[config.mk]
export PLATFORM = sky130hd
export DESIGN_NAME = keccak_padder_param
export DESIGN_NICKNAME = d
export VERILOG_FILES = /design/src/rtl/keccak_padder_param.sv
export SDC_FILE = /design/constraint.sdc
export NUM_CORES = 1
export LEC_CHECK = 0
export CELL_PAD_IN_SITES_DETAIL_PLACEMENT = 0
export CELL_PAD_IN_SITES_GLOBAL_PLACEMENT = 1
export CORE_AREA = 4 4 259 261
export DETAILED_ROUTE_END_ITERATION = 10
export DIE_AREA = 0 0 263 265
export HOLD_SLACK_MARGIN = 0.05
export PLACE_DENSITY = 0.81
export SLEW_MARGIN = 15
export SYNTH_ARGS = -nofsm -noshare
export SYNTH_HDL_FRONTEND = slang
export SYNTH_SLANG_ARGS = --single-unit
[constraint.sdc]
create_clock -name clk -period 2.99 [get_ports clk]
set_clock_uncertainty 0.1 [all_clocks]
set_input_delay 0.598 -clock clk [delete_from_list [all_inputs] [get_ports clk]]
set_output_delay 0.598 -clock clk [all_outputs]
set_load 0.02 [all_outputs]
[src/rtl/keccak_padder_param.sv]
// Keccak input padder: packs IN_BYTES-wide message words into RATE_BITS-wide
// rate blocks. Applies multi-rate padding (SUFFIX ... 0x80) and hands each
// block to the permutation core with an out_ready/f_ack handshake.
module keccak_padder_param #(
  parameter int          IN_BYTES  = 4,
  parameter int          RATE_BITS = 576,
  parameter logic [7:0]  SUFFIX    = 8'h01
) (
  input  logic                          clk,
  input  logic                          reset,
  input  logic [8*IN_BYTES-1:0]         in,
  input  logic                          in_ready,
  input  logic                          is_last,
  input  logic [$clog2(IN_BYTES)-1:0]   byte_num,
  input  logic                          f_ack,
  output logic                          buffer_full,
  output logic [RATE_BITS-1:0]          out,
  output logic                          out_ready,
  output logic                          out_last
);
  localparam int W     = 8 * IN_BYTES;
  localparam int WORDS = RATE_BITS / W;
  localparam int CW    = $clog2(WORDS + 1);

  typedef enum logic [1:0] {ABSORB, PAD_FILL, FULL, DONE} state_t;

  state_t               state_q, state_d;
  logic [CW-1:0]        cnt_q, cnt_d;
  logic [RATE_BITS-1:0] out_q, out_d;
  logic                 last_q, last_d;
  logic                 full_q, full_d;
  logic                 rdy_q, rdy_d;

  logic                 final_wd;   // the word being written lands at WORDS-1
  logic [W-1:0]         last_word;  // padded version of the final message word
  logic [W-1:0]         pad_word;   // filler word shifted in during PAD_FILL

  assign final_wd = (cnt_q == CW'(WORDS - 1));

  // Build the padded last word: kept bytes, SUFFIX, zeros, 0x80 if block end
  always_comb begin
    last_word = '0;
    for (int b = 0; b < IN_BYTES; b++) begin
      if (b < int'(byte_num))
        last_word[W-1-8*b -: 8] = in[W-1-8*b -: 8];
      else if (b == int'(byte_num))
        last_word[W-1-8*b -: 8] = SUFFIX;
    end
    if (final_wd) last_word[7:0] = last_word[7:0] | 8'h80;
    pad_word = final_wd ? W'(8'h80) : '0;
  end

  // State and datapath registers
  always_ff @(posedge clk or negedge reset) begin
    if (!reset) begin
      state_q <= ABSORB;
      cnt_q   <= '0;
      out_q   <= '0;
      last_q  <= 1'b0;
      full_q  <= 1'b0;
      rdy_q   <= 1'b0;
    end else begin
      state_q <= state_d;
      cnt_q   <= cnt_d;
      out_q   <= out_d;
      last_q  <= last_d;
      full_q  <= full_d;
      rdy_q   <= rdy_d;
    end
  end

  // Next-state: absorb words, fill padding, hold the block until acknowledged
  always_comb begin
    state_d = state_q;
    cnt_d   = cnt_q;
    out_d   = out_q;
    last_d  = last_q;
    unique case (state_q)
      ABSORB: begin
        if (in_ready && !full_q) begin
          cnt_d = cnt_q + CW'(1);
          if (is_last) begin
            out_d   = (out_q << W) | RATE_BITS'(last_word);
            state_d = final_wd ? FULL : PAD_FILL;
            last_d  = 1'b1;
          end else begin
            out_d = (out_q << W) | RATE_BITS'(in);
            if (final_wd) begin
              state_d = FULL;
              last_d  = 1'b0;
            end
          end
        end
      end
      PAD_FILL: begin
        out_d = (out_q << W) | RATE_BITS'(pad_word);
        cnt_d = cnt_q + CW'(1);
        if (final_wd) state_d = FULL;
      end
      FULL: begin
        // Clearing the block on release keeps stale message data off the bus
        if (f_ack) begin
          cnt_d   = '0;
          out_d   = '0;
          state_d = last_q ? DONE : ABSORB;
        end
      end
      DONE: ;
      default: state_d = ABSORB;
    endcase
  end

  // Outputs are registered from the next state so they rise the cycle after
  always_comb begin
    full_d = (state_d == FULL) || (state_d == DONE);
    rdy_d  = (state_d == FULL);
  end

  assign out         = out_q;
  assign out_ready   = rdy_q;
  assign out_last    = last_q;
  assign buffer_full = full_q;
endmodule

==> metrics <==
run status finished, final reports clean; Layout Utilization 0.505; Routability Congestion 0.908; crit path capture out[88]; number of setup violations in the final report 0; reg2reg end out[88]; maximum root-to-sink buffer count 3; drt first-iter violations roughly 1800; post-CTS repair timing setup buffer count 0; period utilisation layout 0.850; antenna cells 0; Final Max Tran Viols 0; RR Startpoint state_q[0]; vias in the first global route 19600; Startpoint Class register; Worst setup EP type register; HPWL Detailed between 60000 and 70000 um; setup TNS 0 ns; wire per inst approximately 20 um; RSZ-0062 raised after global routing false; # Max-Cap Violations 0; Max Clock Freq 394 MHz; register area share after synthesis 0.635; syn_nets 2581; total CTS buffers 66; Worst R2R Setup Slack 0.45 ns; all-layer global routing usage 0.225; largest net degree at the start of global routing 96; Die Span X 263 um; CP max FO between 60 and 70; Leak Pwr 13.5 nW; area leader, netlist dfrtp_1; Worst Hold Class reg2reg; Yosys top cell area share 0.635; final hold vios 0; synth-to-layout area growth 41.0%; Pint 21.3 mW; synthesized cell area 23100 sq um; Hold Slack between 0.3 and 0.4 ns; # fillers 5958; final wirelength 80700 um; first-pass GRT wire length 122000 um; CP Class reg2reg; Mapped Avg Cell Area 9.10 sq um; Die Height 265 um; WP data required around 3.3 ns; clock slew at reported path FFs roughly 0.06 ns; I/O pin count 618; antenna violations before repair 0; combinational group share of total power 0.447; Clock power frac 0.211; Sink Count 586; DIE AREA 69700 sq um; Port-buffer cells 617; number of library cell types mapped by synthesis 31; Initial Utilization 0.358; routed vias 19700; crit path launch state_q[0]; CTS tree done; drt drc 0; Worst-Skew Late Latency between 0.5 and 0.6 ns; # rows 93; Sw Ratio 0.437; #FFs+latches synth just under 600; layout cells sized above 1 0.0550; Worst Path Arrival 2.87 ns; Layout Cells excl Fill 4003; cell count after placement slightly below 4000; worst rel slew slack 0.559; Remaining Overflow, GRT 0; maximum VDD drop roughly 0.67 mV; power per cell area 1170 nW/um^2; Tmin final 2.54 ns; Via density 4.91; area of the multi-input gates 7590 sq um; top cells by area, synth dfrtp_1 64%, nand2_1 18%, o21ai_0 12%, clkbuf_1 2.0%, buf_2 1.4%; # nets final between 3000 and 4000; Mapped Cells 2536; H-tree depth 3; clock root cell clkbuf_16; Sequential Area about 15000 sq um; Detail Route Antenna Nets 0; synth warn 0; sequential share of power 0.342; Slew @ Worst Pin 0.652 ns; P_sw around 17 mW; core area 64500 sq um; reg2reg path depth 6; first drt pass iteration count 6
-- state kept, by name, summed over array words and instances (netlist names) --
register / flops
out_ready: 1
state_q: 2
out: 576
cnt_q: 5
buffer_full: 1
out_last: 1
-- worst max-delay path: stages, from the launching register on --
cell,delay (ns)
dfrtp_1,0.43
inv_1,0.12
ha_1,0.33
nor2b_1,0.30
a21o_4,0.32
buf_4,0.54
o21ai_0,0.21
-- how the worst min path moves through the flow --
| stage | cells past startpoint | startpoint | to | slack, ns |
|---|---|---|---|---|
| floorplan | 0 | reset | buffer_full | 0.20 |
| global placement | 2 | out[557] | out[557] | 0.37 |
| detailed placement | 2 | out[563] | out[563] | 0.37 |
| CTS | 2 | out[556] | out[556] | 0.39 |
| global route | 2 | out[563] | out[563] | 0.41 |
| finish | 2 | out[558] | out[558] | 0.38 |
-- cell families (layout without fill, tap and decap cells) --
kind of cell / after synthesis / in the layout / synth area share
AO/OA/AOI/OAI: 599 / 599 / 0.134
multiplexers: 2 / 2 / 0.000922
AND/OR/NAND/NOR: 1149 / 1149 / 0.190
adder cells (fa/ha/maj): 6 / 6 / 0.00325
buffers and inverters: 194 / 806 / 0.0361
flip-flops: 586 / 586 / 0.635
-- power groups by stage --
| stage | Sequential, mW | Clock (mW) | Combinational (mW) |
|---|---|---|---|
| after floorplan | 14.9 | 0 | 6.31 |
| final | 13.0 | 7.99 | 17.0 |
| after CTS | 13.0 | 8.19 | 17.1 |
| after global routing | 13.3 | 8.55 | 18.4 |
| after detailed placement | 13.1 | 0 | 17.1 |
| after global placement | 13.0 | 0 | 16.9 |
-- stage by stage --
stage	area [sq um]	setup slack, ns	power (mW)
after global placement	30400	0.438	29.9
after floorplan	23100	0.760	21.2
after detailed placement	30400	0.338	30.1
after CTS	32500	0.424	38.3
after global routing	32500	0.268	40.3
final	32500	0.449	37.9
-- cells in the final DEF (no fill, tap or decap), types with 6 or more instances in the layout --
cell             Yosys  final
buf_4                0     37
nand2_1           1120   1120
ha_1                 6      6
clkbuf_16            0     67
nor2_1               6      6
clkinv_2             0     12
a22o_1              16     16
o21ai_0            569    569
clkbuf_8             0      9
clkbuf_1           120     18
dfrtp_1            586    586
clkdlybuf4s50_1      0    616
buf_12               0     30
-- per-layer routing --
layer,routed length (um),global-route usage,vias up,share of wire
met5,0,0,-,0
met4,2780,0.0808,0,0.034
met3,6990,0.0682,125,0.087
met2,39100,0.371,741,0.48
met1,31900,0.282,9443,0.40
li1,-,-,9342,-
-- cell usage after synthesis --
| cell type | n |
|---|---|
| a21oi_1 | 1 |
| and2_1 | 1 |
| o22ai_1 | 1 |
| a22o_1 | 16 |
| a21o_1 | 2 |
| dfrtp_1 | 586 |
| nand2b_1 | 6 |
| clkbuf_1 | 120 |
| o21ai_0 | 569 |
| nand4bb_1 | 1 |
| a221oi_1 | 1 |
| inv_1 | 5 |
| nor3b_4 | 1 |
| nand3b_1 | 1 |
| a211oi_1 | 3 |
| nor3_2 | 1 |
| nor2_1 | 6 |
| buf_1 | 1 |
| mux2i_1 | 1 |
| or3_1 | 1 |
| mux2_2 | 1 |
| nand3_1 | 4 |
| a31oi_1 | 2 |
| o31ai_1 | 4 |
| nor2b_1 | 3 |
| nor4bb_1 | 2 |
| or2_2 | 2 |
| buf_2 | 65 |
| nand2_1 | 1120 |
| buf_6 | 3 |
| ha_1 | 6 |
-- area by class of cell --
class | instances | area share
clock buffer | 94 | 0.0574
timing repair buffer | 685 | 0.217
tap | 855 | 0.0329
multi-input combinational | 1756 | 0.233
inverter | 5 | 0.000577
sequential | 586 | 0.451
clock inverter | 22 | 0.00796
-- what timing repair did --
action | in CTS | in global routing
gates resized for setup | 0 | 0
hold buffers | 1 | 0
endpoints found under the hold margin | 53 | 0
Power figures use the tool's default switching activity.
